--- src/rtl/br_resolve_agex.sv ---
// AGEX branch resolution: evaluates control flow, emits the FE feedback
// packet, squashes the wrong-path window and keeps saturating statistics.
module br_resolve_agex #(
  parameter int unsigned DBITS         = 32,
  parameter int unsigned INSTSIZE      = 4,
  parameter int unsigned SQUASH_CYCLES = 2,
  parameter int unsigned CNT_W         = 32
) (
  input  logic             clk,
  input  logic             reset,
  input  logic             in_valid,
  input  logic             in_stall,
  input  logic [DBITS-1:0] in_pc,
  input  logic [DBITS-1:0] in_pred_npc,
  input  logic             in_is_br,
  input  logic             in_is_jal,
  input  logic             in_is_jalr,
  input  logic [2:0]       in_funct3,
  input  logic [DBITS-1:0] in_rs1,
  input  logic [DBITS-1:0] in_rs2,
  input  logic [DBITS-1:0] in_imm,
  output logic             fe_mispred,
  output logic [DBITS-1:0] fe_target,
  output logic [DBITS-1:0] fe_pc,
  output logic             fe_is_br,
  output logic             fe_is_jmp,
  output logic             fe_br_cond,
  output logic             squash_out,
  output logic [CNT_W-1:0] cnt_ctrl,
  output logic [CNT_W-1:0] cnt_mispred
);

  typedef enum logic {RUN, SQUASH} state_t;

  localparam logic [DBITS-1:0] JALR_MASK = {{(DBITS-1){1'b1}}, 1'b0};

  state_t           state_q, state_d;
  logic [2:0]       sq_cnt_q, sq_cnt_d;
  logic             mis_q, mis_d;
  logic [DBITS-1:0] tgt_q, tgt_d;
  logic [DBITS-1:0] pc_q, pc_d;
  logic             isbr_q, isbr_d;
  logic             isjmp_q, isjmp_d;
  logic             cond_q, cond_d;
  logic [CNT_W-1:0] cctl_q, cctl_d;
  logic [CNT_W-1:0] cmis_q, cmis_d;

  logic             squashing;
  logic             accept;
  logic             is_jmp;
  logic             is_ctrl;
  logic             cond;
  logic             taken;
  logic [DBITS-1:0] target;
  logic [DBITS-1:0] seq_npc;
  logic [DBITS-1:0] actual_npc;
  logic             res;
  logic             mispred;

  assign squashing = (state_q == SQUASH);
  assign accept    = in_valid & ~in_stall & ~squashing;
  assign is_jmp    = in_is_jal | in_is_jalr;
  assign is_ctrl   = is_jmp | in_is_br;

  always_comb begin
    cond = 1'b0;
    case (in_funct3)
      3'b000:  cond = (in_rs1 == in_rs2);
      3'b001:  cond = (in_rs1 != in_rs2);
      3'b100:  cond = ($signed(in_rs1) < $signed(in_rs2));
      3'b101:  cond = ($signed(in_rs1) >= $signed(in_rs2));
      3'b110:  cond = (in_rs1 < in_rs2);
      3'b111:  cond = (in_rs1 >= in_rs2);
      default: cond = 1'b0;
    endcase
  end

  // Jumps always take; a stray is_br alongside a jump is ignored.
  assign taken      = is_jmp | (in_is_br & cond);
  assign seq_npc    = in_pc + DBITS'(INSTSIZE);
  assign target     = in_is_jalr ? ((in_rs1 + in_imm) & JALR_MASK)
                                 : (in_pc + in_imm);
  assign actual_npc = taken ? target : seq_npc;
  assign res        = accept & is_ctrl;
  assign mispred    = res & (actual_npc != in_pred_npc);

  always_comb begin
    state_d  = state_q;
    sq_cnt_d = sq_cnt_q;
    unique case (state_q)
      RUN: begin
        if (mispred) begin
          state_d  = SQUASH;
          sq_cnt_d = 3'(SQUASH_CYCLES);
        end
      end
      SQUASH: begin
        if (!in_stall) begin
          sq_cnt_d = sq_cnt_q - 3'd1;
          if (sq_cnt_q == 3'd1) state_d = RUN;
        end
      end
    endcase
  end

  always_comb begin
    mis_d   = 1'b0;
    tgt_d   = '0;
    pc_d    = '0;
    isbr_d  = 1'b0;
    isjmp_d = 1'b0;
    cond_d  = 1'b0;
    if (res) begin
      mis_d   = mispred;
      tgt_d   = actual_npc;
      pc_d    = in_pc;
      isbr_d  = in_is_br & ~is_jmp;
      isjmp_d = is_jmp;
      cond_d  = taken;
    end
  end

  always_comb begin
    cctl_d = cctl_q;
    cmis_d = cmis_q;
    if (res && (cctl_q != '1)) cctl_d = cctl_q + 1'b1;
    if (mispred && (cmis_q != '1)) cmis_d = cmis_q + 1'b1;
  end

  always_ff @(posedge clk) begin
    if (!reset) begin
      state_q  <= RUN;
      sq_cnt_q <= '0;
      mis_q    <= 1'b0;
      tgt_q    <= '0;
      pc_q     <= '0;
      isbr_q   <= 1'b0;
      isjmp_q  <= 1'b0;
      cond_q   <= 1'b0;
      cctl_q   <= '0;
      cmis_q   <= '0;
    end else begin
      state_q  <= state_d;
      sq_cnt_q <= sq_cnt_d;
      mis_q    <= mis_d;
      tgt_q    <= tgt_d;
      pc_q     <= pc_d;
      isbr_q   <= isbr_d;
      isjmp_q  <= isjmp_d;
      cond_q   <= cond_d;
      cctl_q   <= cctl_d;
      cmis_q   <= cmis_d;
    end
  end

  assign squash_out  = squashing & in_valid;
  assign fe_mispred  = mis_q;
  assign fe_target   = tgt_q;
  assign fe_pc       = pc_q;
  assign fe_is_br    = isbr_q;
  assign fe_is_jmp   = isjmp_q;
  assign fe_br_cond  = cond_q;
  assign cnt_ctrl    = cctl_q;
  assign cnt_mispred = cmis_q;

endmodule

--- config.mk ---
export PLATFORM = sky130hd
export DESIGN_NAME = br_resolve_agex
export DESIGN_NICKNAME = d
export VERILOG_FILES = /design/src/rtl/br_resolve_agex.sv
export SDC_FILE = /design/constraint.sdc
export NUM_CORES = 1
export LEC_CHECK = 0
export BUFFER_PORTS_ARGS = -buffer_cell sky130_fd_sc_hd__buf_2
export CAP_MARGIN = 25
export CORE_ASPECT_RATIO = 1.25
export CORE_UTILIZATION = 54
export CTS_CLUSTER_DIAMETER = 150
export CTS_CLUSTER_SIZE = 12
export DETAILED_ROUTE_END_ITERATION = 6
export PLACE_DENSITY = 0.79
export REMOVE_ABC_BUFFERS = 1
export SLEW_MARGIN = 0
export SYNTH_ARGS = -nofsm -noshare
export SYNTH_HDL_FRONTEND = slang
export SYNTH_SLANG_ARGS = --single-unit
--- constraint.sdc ---
create_clock -name clk -period 5.5 [get_ports clk]
set_clock_uncertainty 0.15 [all_clocks]
set_input_delay 0.55 -clock clk [delete_from_list [all_inputs] [get_ports clk]]
set_output_delay 0.55 -clock clk [all_outputs]
set_load 0.03 [all_outputs]
==> results of run 1 <==
[sequential cells by signal, indices dropped and copies added, names as in the netlist]
register	flops
fe_mispred	1
fe_br_cond	1
fe_pc	32
sq_cnt_q	3
fe_is_jmp	1
fe_target	32
squashing	1
cnt_ctrl	32
cnt_mispred	32
fe_is_br	1
[report_power, final]
| group | switching (uW) | total [uW] | internal, uW |
|---|---|---|---|
| Clock | 460 | 1270 | 809 |
| Sequential | 8.52 | 1010 | 1010 |
| Combinational | 583 | 959 | 376 |
[synthesized netlist by cell type (30+ instances only)]
| cell | n | area [um^2] |
|---|---|---|
| nand3_1 | 50 | 250 |
| nand4_1 | 31 | 194 |
| xnor2_1 | 59 | 517 |
| nor3_1 | 32 | 160 |
| xor2_1 | 73 | 639 |
| o21ai_0 | 57 | 285 |
| inv_1 | 64 | 240 |
| ha_1 | 98 | 1230 |
| mux2i_1 | 32 | 320 |
| and3_1 | 55 | 344 |
| dfxtp_1 | 136 | 2720 |
| nor2_1 | 128 | 480 |
| a21o_1 | 30 | 225 |
| a21oi_1 | 123 | 616 |
| clkbuf_1 | 33 | 124 |
| nand2_1 | 134 | 503 |
[kinds of logic (layout without fill, tap and decap cells)]
family,Yosys count,in the layout,synth area share [%]
AND/OR/NAND/NOR,561,561,25.8
buffers and inverters,111,423,4.13
other,0,8,0
XOR/XNOR,133,133,10.7
adder cells (fa/ha/maj),100,100,11.4
AO/OA/AOI/OAI,350,350,20.3
multiplexers,33,33,3.00
flip-flops,136,136,24.6
[layer usage]
metal / routed length (um) / up-vias
li1: - / 5761
met1: 14400 / 5439
met2: 17400 / 567
met3: 2640 / 98
met4: 1600 / 0
met5: 0 / -
[metrics by stage]
stage	instance area [um^2]	setup WS (ps)	instances
6_report	13600	648	2014
5_1_grt	13600	288	2013
4_1_cts	13600	667	2006
3_5_place_dp	12900	292	1975
3_3_place_gp	12900	327	1974
2_1_floorplan	10800	-132	1378
[critical path, cell delays in order]
cell and delay [ps]:
buf_2 110, ha_1 310, a21o_1 180, a21o_1 160, a221oi_1 330, o21ai_0 240, nor3_1 350, nor4_4 80
buf_4 180, nor2_4 380, mux2i_1 340, xor2_1 160, a2111oi_2 390, nand4_1 250, nor4_4 360, buf_4 260
nor2_1 90, o31a_1 270
[worst paths after layout]
kind,startpoint,to,cells after the start
worst min-delay path,in_is_br,fe_is_br,2
worst max-delay path,in_rs1[29],sq_cnt_q[1],18
worst max register to register,cnt_mispred[3],cnt_mispred[31],15
worst min register to register,cnt_mispred[11],cnt_mispred[11],2
[final cells by class]
type | instances | area [um^2] | area share [%]
Antenna cell | 8 | 20.0 | 0.147
Timing Repair Buffer | 327 | 1720 | 12.6
Tap cell | 270 | 338 | 2.49
Multi-Input combinational cell | 1177 | 7890 | 58.1
Clock inverter | 13 | 218 | 1.60
Sequential cell | 136 | 2720 | 20.1
Inverter | 65 | 244 | 1.80
Clock buffer | 18 | 429 | 3.16
[cell usage in the layout, fill, tap and decap left out, types with 6 or more instances in the layout]
| master | synthesis | routed |
|---|---|---|
| buf_2 | 5 | 302 |
| dfxtp_1 | 136 | 136 |
| nand2_1 | 134 | 134 |
| nor2_1 | 128 | 128 |
| a21oi_1 | 123 | 123 |
| ha_1 | 98 | 98 |
| xor2_1 | 73 | 73 |
| inv_1 | 64 | 64 |
| xnor2_1 | 59 | 59 |
| o21ai_0 | 57 | 57 |
| and3_1 | 55 | 55 |
| nand3_1 | 50 | 50 |
| nor3_1 | 32 | 32 |
| mux2i_1 | 32 | 32 |
| nand4_1 | 31 | 31 |
| a21o_1 | 30 | 30 |
| and2_1 | 27 | 27 |
| or3_1 | 25 | 25 |
| buf_4 | 3 | 23 |
| a211oi_1 | 21 | 21 |
| nand2b_1 | 19 | 19 |
| clkbuf_16 | 0 | 17 |
| o211ai_1 | 15 | 15 |
| o21a_1 | 14 | 14 |
| o31ai_1 | 14 | 14 |
| nor4_1 | 9 | 9 |
| and4_1 | 9 | 9 |
| nor3b_1 | 9 | 9 |
| diode_2 | 0 | 8 |
| or4_1 | 8 | 8 |
| a221oi_1 | 6 | 6 |
| nor2b_1 | 6 | 6 |
| o21ai_1 | 6 | 6 |
| a31oi_1 | 6 | 6 |
==> results.sh, run 1 <==
export IMPL_track_usage_pct=33.6
export IMPL_synth_edff_count=0
export IMPL_syn_area_per_cell_um2=7.77
export IMPL_nNetsFinal=1994
export IMPL_clock_fmax_ghz=0.206
export IMPL_drive_above_1_share_pct=21.7
export IMPL_ctsHoldBuffers=0
export IMPL_syn_cell_area_mm2=0.0111
export IMPL_yosys_warnings=0
export IMPL_finalPower_uw=3240
export IMPL_post_cts_setup_buffers=0
export IMPL_worstPathArrival_ps=5000
export IMPL_hold_ws_ps=268
export IMPL_start_util_pct=55.0
export IMPL_grt_max_degree=67
export IMPL_maxSlewHeadroom_pct=30.0
export IMPL_setup_tns_ps=0
export IMPL_antenna_found_initial=8
export IMPL_cts_sinks=136
export IMPL_numPortBuffers=302
export IMPL_use_met1_pct=40.3
export IMPL_final_util_pct=67.5
export IMPL_critical_path_class="primary input to flop"
export IMPL_grt_overflow=0
export IMPL_dp_hpwl_mm=28.5
export IMPL_die_width_um=130
export IMPL_post_route_period_util_pct=88.2
export IMPL_grtUsageMet2_pct=57.7
export IMPL_ioPinCount=303
export IMPL_power_density_mw_per_mm2=239
export IMPL_post_cts_resized=0
export IMPL_path_clk_slew_ps=60
export IMPL_coreArea_mm2=0.0201
export IMPL_critPathMaxFanout=18
export IMPL_ctsHtreeMaxLevel=4
export IMPL_root_buffer="clkbuf_16"
export IMPL_first_pass_iters=7
export IMPL_final_setup_viol_count=0
export IMPL_synth_main_ff_cell="dfxtp_1"
export IMPL_rsz0062_at_grt="no"
export IMPL_clkLatencyLatePin_ps=410
export IMPL_die_area_mm2=0.0211
export IMPL_synthArstFlopShare_pct=0
export IMPL_fillers=1763
export IMPL_num_vias=11900
export IMPL_wirelength_mm=36.0
export IMPL_worst_ep_required_time_ps=5640
export IMPL_num_rows=58
export IMPL_finalHoldViolations=0
export IMPL_r2r_slack_ps=1510
export IMPL_areaGrowthSynthToFinish_pct=22.7
export IMPL_status="completed"
export IMPL_synth_cell_types=73
export IMPL_synthCells=1424
export IMPL_critPathCaptureType="flop"
export IMPL_cts_buffers=17
export IMPL_ys_seq_area_share_pct=24.6
export IMPL_cap_violations=0
export IMPL_finalCriticalPeriod_ps=4850
export IMPL_cts_buffer_depth=2
export IMPL_grt_pass1_wl_mm=55.1
export IMPL_p_leak_uw=0.00638
export IMPL_critPathLaunchType="primary input"
export IMPL_drc=0
export IMPL_grt_pass1_vias=10900
export IMPL_gp_congestion=0.924
export IMPL_dieHeight_um=162
export IMPL_vdd_ir_drop_max_mv=0.185
export IMPL_wire_per_inst_um=17.9
export IMPL_ant_nets=0
export IMPL_grt_busiest_layer="met2"
export IMPL_worstHoldPathType="primary input to flop"
export IMPL_dr_first_iter_drc_count=902
export IMPL_viasPerCell=5.89
export IMPL_cts_tree="done"
export IMPL_ys_ff_latch=136
export IMPL_met3_usage_pct=4.97
export IMPL_worstMarginPinSlew_ps=1020
export IMPL_slew_violations=0
(Power assumes the default switching activity.)
==> run 2, diff against run 1 <==
- CORE_UTILIZATION: 54 -> 55
- CTS_BUF_LIST: unset -> sky130_fd_sc_hd__clkbuf_8
- PLACE_DENSITY: 0.79 -> 0.8
==> results.sh, run 2 (synthesis gave the netlist of run 1 again) <==
export IMPL_viasPerCell=5.92
export IMPL_antenna_found_initial=7
export IMPL_dr_first_iter_drc_count=816
export IMPL_cap_violations=0
export IMPL_grt_max_degree=53
export IMPL_wirelength_mm=35.7
export IMPL_critPathCaptureType="flop"
export IMPL_intPower_uw=1790
export IMPL_ctsHoldBuffers=0
export IMPL_num_vias=11900
export IMPL_power_density_mw_per_mm2=210
export IMPL_vdd_ir_drop_max_mv=0.144
export IMPL_rsz0062_at_grt="no"
export IMPL_combPwrFrac_pct=34.4
export IMPL_maxSlewHeadroom_pct=30.1
export IMPL_clockPowerShare_pct=29.3
export IMPL_areaGrowthSynthToFinish_pct=20.4
export IMPL_cts_buffer_depth=2
export IMPL_critPathMaxFanout=52
export IMPL_final_cell_area_mm2=0.0133
export IMPL_coreArea_mm2=0.0195
export IMPL_track_usage_pct=33.8
export IMPL_die_area_mm2=0.0207
export IMPL_worstHoldPathType="primary input to flop"
export IMPL_post_route_period_util_pct=88.3
export IMPL_ioPinCount=303
export IMPL_grt_pass1_wl_mm=54.9
export IMPL_cts_buffers=17
export IMPL_clkLatencyLatePin_ps=440
export IMPL_ant_nets=0
export IMPL_cts_tree="done"
export IMPL_numPortBuffers=302
export IMPL_gp_congestion=0.947
export IMPL_critPathTopFamily="simple AND/OR/NAND/NOR gates"
export IMPL_drive_above_1_share_pct=21.7
export IMPL_slowest_stage="nor4_4"
export IMPL_worst_ep_required_time_ps=5690
export IMPL_finalCriticalPeriod_ps=4860
export IMPL_fillers=1728
export IMPL_dieHeight_um=161
export IMPL_dp_hpwl_mm=28.8
export IMPL_path_cells="buf_2, ha_1, a21o_1, a21o_1, a221oi_1, o21ai_0, nor3_1, nor4_4, buf_4, nor2_4, buf_4, mux2i_1, xor2_1, a2111oi_2, nand4_1, nor4_4, buf_12, nor2_1, o31a_1"
export IMPL_r2r_slack_ps=1510
export IMPL_drc=0
export IMPL_critPathLaunchType="primary input"
export IMPL_seqPwrFrac_pct=36.3
export IMPL_final_common_cell="buf_2"
export IMPL_path_buf_inv=4
export IMPL_critical_path_max_stage_delay_ps=400
export IMPL_cts_sinks=136
export IMPL_start_util_pct=56.6
export IMPL_status="completed"
export IMPL_post_cts_setup_buffers=0
export IMPL_worstMarginPinSlew_ps=1020
export IMPL_switchingPower_uw=1010
export IMPL_post_cts_resized=0
export IMPL_final_setup_viol_count=0
export IMPL_nNetsFinal=1993
export IMPL_root_buffer="clkbuf_8"
export IMPL_place_area_mm2=0.0129
export IMPL_grt_overflow=0
export IMPL_first_pass_iters=6
export IMPL_critical_path_class="primary input to flop"
export IMPL_worstPathArrival_ps=5050
export IMPL_finalPower_uw=2790
export IMPL_path_clk_slew_ps=80
export IMPL_p_leak_uw=0.00627
export IMPL_layout_common_cells="buf_2, dfxtp_1, nand2_1"
export IMPL_clock_fmax_ghz=0.206
export IMPL_switching_share_pct=36.0
export IMPL_slew_violations=0
export IMPL_die_width_um=129
export IMPL_wire_per_inst_um=17.8
export IMPL_grt_pass1_vias=11100
export IMPL_finalHoldViolations=0
export IMPL_num_rows=57
export IMPL_ctsHtreeMaxLevel=4
[run 2: cell types whose count changed in the layout (fill, tap and decap cells not counted), moves of 3 or more]
cell / before / now
buf_4: 23 / 20
bufinv_16: 5 / 2
clkbuf_16: 17 / 0
clkbuf_8: 0 / 17
[run 2: worst register-to-register path: cells and delay by family (launching register included)]
family | cells | cell delay [ps]
buffers and inverters | 1 | 200
DFF | 1 | 440
and+or+nand+nor | 13 | 2960
muxes | 1 | 130
[run 2: through the flow]
step           cells  worst slack (ps)  setup TNS [ps]  hold WS (ps)  utilization [%]
3_5_place_dp    1968               223               0           324             66.0
4_1_cts         2000               690               0           216             68.0
2_1_floorplan   1378              -132            -491           303                -
5_1_grt         2007               363               0           227             68.1
6_report        2008               644               0           237             68.1
3_3_place_gp    1967               319               0           313             65.9
[run 2: area by class of cell]
cell class | count | area, um^2 | area share [%]
Antenna cell | 7 | 17.5 | 0.132
Clock buffer | 17 | 234 | 1.76
Clock inverter | 15 | 151 | 1.14
Inverter | 65 | 244 | 1.83
Multi-Input combinational cell | 1177 | 7890 | 59.2
Sequential cell | 136 | 2720 | 20.4
Tap cell | 265 | 332 | 2.49
Timing Repair Buffer | 326 | 1730 | 13.0
[run 2: worst paths after layout]
check / cells after the start / from / endpoint
min: 3 / in_pc[28] / fe_pc[28]
max reg2reg: 15 / cnt_mispred[3] / cnt_mispred[31]
max: 19 / in_rs1[29] / sq_cnt_q[1]
min reg2reg: 2 / cnt_mispred[26] / cnt_mispred[26]
[run 2: power groups by stage]
| stage | clock network, uW | logic, uW | registers (uW) |
|---|---|---|---|
| global placement | 0 | 922 | 1040 |
| floorplan | 0 | 580 | 1070 |
| detailed placement | 0 | 935 | 1040 |
| CTS | 827 | 943 | 1010 |
| finish | 818 | 961 | 1010 |
| global route | 867 | 1040 | 1020 |
[run 2: layer usage]
layer  part of all wire [%]  track usage (%)  vias to the layer above
li1                       -                -                     5775
met1                     40             40.5                     5437
met2                     48             58.2                      568
met3                    7.2             4.46                      105
met4                    4.7             17.8                        0
met5                      0                0                        -
==> run 3, diff against run 2 <==
- CORE_MARGIN: unset -> 2
==> results.sh, run 3 (synthesis gave the netlist of run 1 again) <==
export IMPL_setup_tns_ps=0
export IMPL_nNetsFinal=1990
export IMPL_gp_congestion=0.929
export IMPL_grt_pass1_vias=11200
export IMPL_reg2reg_from="cnt_mispred[3]"
export IMPL_drive_above_1_share_pct=21.5
export IMPL_dp_hpwl_mm=29.3
export IMPL_status="completed"
export IMPL_finalCriticalPeriod_ps=5170
export IMPL_worst_ep_required_time_ps=5680
export IMPL_coreArea_mm2=0.0200
export IMPL_wl_met2_mm=17.2
export IMPL_post_cts_resized=0
export IMPL_hold_ws_ps=225
export IMPL_critPathLaunchType="primary input"
export IMPL_antenna_found_initial=7
export IMPL_dr_max_layer_used="met4"
export IMPL_worstMarginPinSlew_ps=795
export IMPL_final_common_cell="buf_2"
export IMPL_hp_start="in_is_br"
export IMPL_start_util_pct=55.4
export IMPL_fin_ws_ps=329
export IMPL_critPathMaxFanout=52
export IMPL_die_width_um=131
export IMPL_dieHeight_um=163
export IMPL_fillers=1789
export IMPL_maxSlewHeadroom_pct=46.6
export IMPL_wire_per_inst_um=17.9
export IMPL_wirelength_mm=36.0
export IMPL_cts_buffer_depth=2
export IMPL_post_cts_setup_buffers=0
export IMPL_layout_cells_non_filler=2010
export IMPL_whs_path_depth=2
export IMPL_track_usage_pct=32.9
export IMPL_worstPathArrival_ps=5360
export IMPL_rsz0062_at_grt="no"
export IMPL_p_leak_uw=0.00626
export IMPL_worstReg2RegEnd="cnt_mispred[31]"
export IMPL_wl_met1_mm=14.6
export IMPL_dp_cells=1971
export IMPL_path_clk_slew_ps=90
export IMPL_post_route_period_util_pct=94.0
export IMPL_cts_tree="done"
export IMPL_grt_max_degree=53
export IMPL_numPortBuffers=302
export IMPL_dr_first_iter_drc_count=797
export IMPL_num_vias=11900
export IMPL_grt_overflow=0
export IMPL_worstHoldPathType="primary input to flop"
export IMPL_dp_worst_setup_slack_ps=-86.8
export IMPL_critPathCaptureType="flop"
export IMPL_grt_pass1_wl_mm=55.4
export IMPL_reg2reg_depth=15
export IMPL_final_setup_viol_count=0
export IMPL_layout_common_cells="buf_2, dfxtp_1, nand2_1"
export IMPL_cap_violations=0
export IMPL_clkLatencyLatePin_ps=450
export IMPL_die_area_mm2=0.0213
export IMPL_cts_buffers=17
export IMPL_ant_nets=0
export IMPL_finalHoldViolations=0
export IMPL_areaGrowthSynthToFinish_pct=20.5
export IMPL_clock_fmax_ghz=0.193
export IMPL_hold_end="fe_is_br"
export IMPL_power_density_mw_per_mm2=213
export IMPL_slew_violations=0
export IMPL_num_rows=58
export IMPL_root_buffer="clkbuf_8"
export IMPL_r2r_slack_ps=1420
export IMPL_critical_path_class="primary input to flop"
export IMPL_ctsHtreeMaxLevel=4
export IMPL_met3_length_mm=2.57
export IMPL_cts_sinks=136
export IMPL_viasPerCell=5.92
export IMPL_drc=0
export IMPL_ioPinCount=303
export IMPL_vdd_ir_drop_max_mv=0.143
export IMPL_first_pass_iters=5
export IMPL_ctsHoldBuffers=0
-- run 3: critical path, cell delays in order --
cell	delay, ps
buf_2	110
ha_1	320
nand4_1	180
nor4_1	640
a21boi_1	430
o31a_1	220
nor3_1	80
nor4_4	510
or2_1	290
buf_12	190
nor2_1	60
a21oi_1	220
xnor2_1	250
nand4_1	250
nor4_4	410
buf_12	260
nor2_1	90
o31a_1	280
-- run 3: worst max-delay path by stage --
| stage | start | to |
|---|---|---|
| global route | in_rs1[14] | sq_cnt_q[1] |
| global placement | in_rs1[14] | sq_cnt_q[1] |
| floorplan | in_rs2[14] | sq_cnt_q[1] |
| CTS | in_rs1[14] | sq_cnt_q[1] |
| finish | in_rs1[14] | sq_cnt_q[1] |
| detailed placement | in_rs1[14] | sq_cnt_q[1] |
-- run 3: metal layers --
metal	vias to the layer above	global-route usage, %
met3	101	4.50
met4	0	16.1
met5	-	0
met2	520	56.8
li1	5763	-
met1	5523	39.9
-- run 3: where the power goes --
| group | leakage (uW) | internal [uW] | switching [uW] |
|---|---|---|---|
| clock | 0.000202 | 449 | 413 |
| combinational | 0.00496 | 378 | 581 |
| sequential | 0.00110 | 1000 | 8.85 |
| total | 0.00626 | 1830 | 1000 |
-- run 3: cell type report --
cell class / count / area [um^2] / share of cell area, %
multi-input combinational: 1177 / 7890 / 59.2
sequential: 136 / 2720 / 20.4
timing repair buffer: 323 / 1710 / 12.8
tap: 270 / 338 / 2.53
inverter: 65 / 244 / 1.83
clock buffer: 17 / 234 / 1.76
clock inverter: 15 / 176 / 1.32
antenna: 7 / 17.5 / 0.131
-- run 3: through the flow --
step	cell area, um^2	total power [uW]	util, %
floorplan	10800	1650	-
global placement	12900	1960	64.6
detailed placement	12900	1970	64.7
CTS	13300	2830	66.7
global route	13300	2970	66.8
finish	13300	2830	66.8
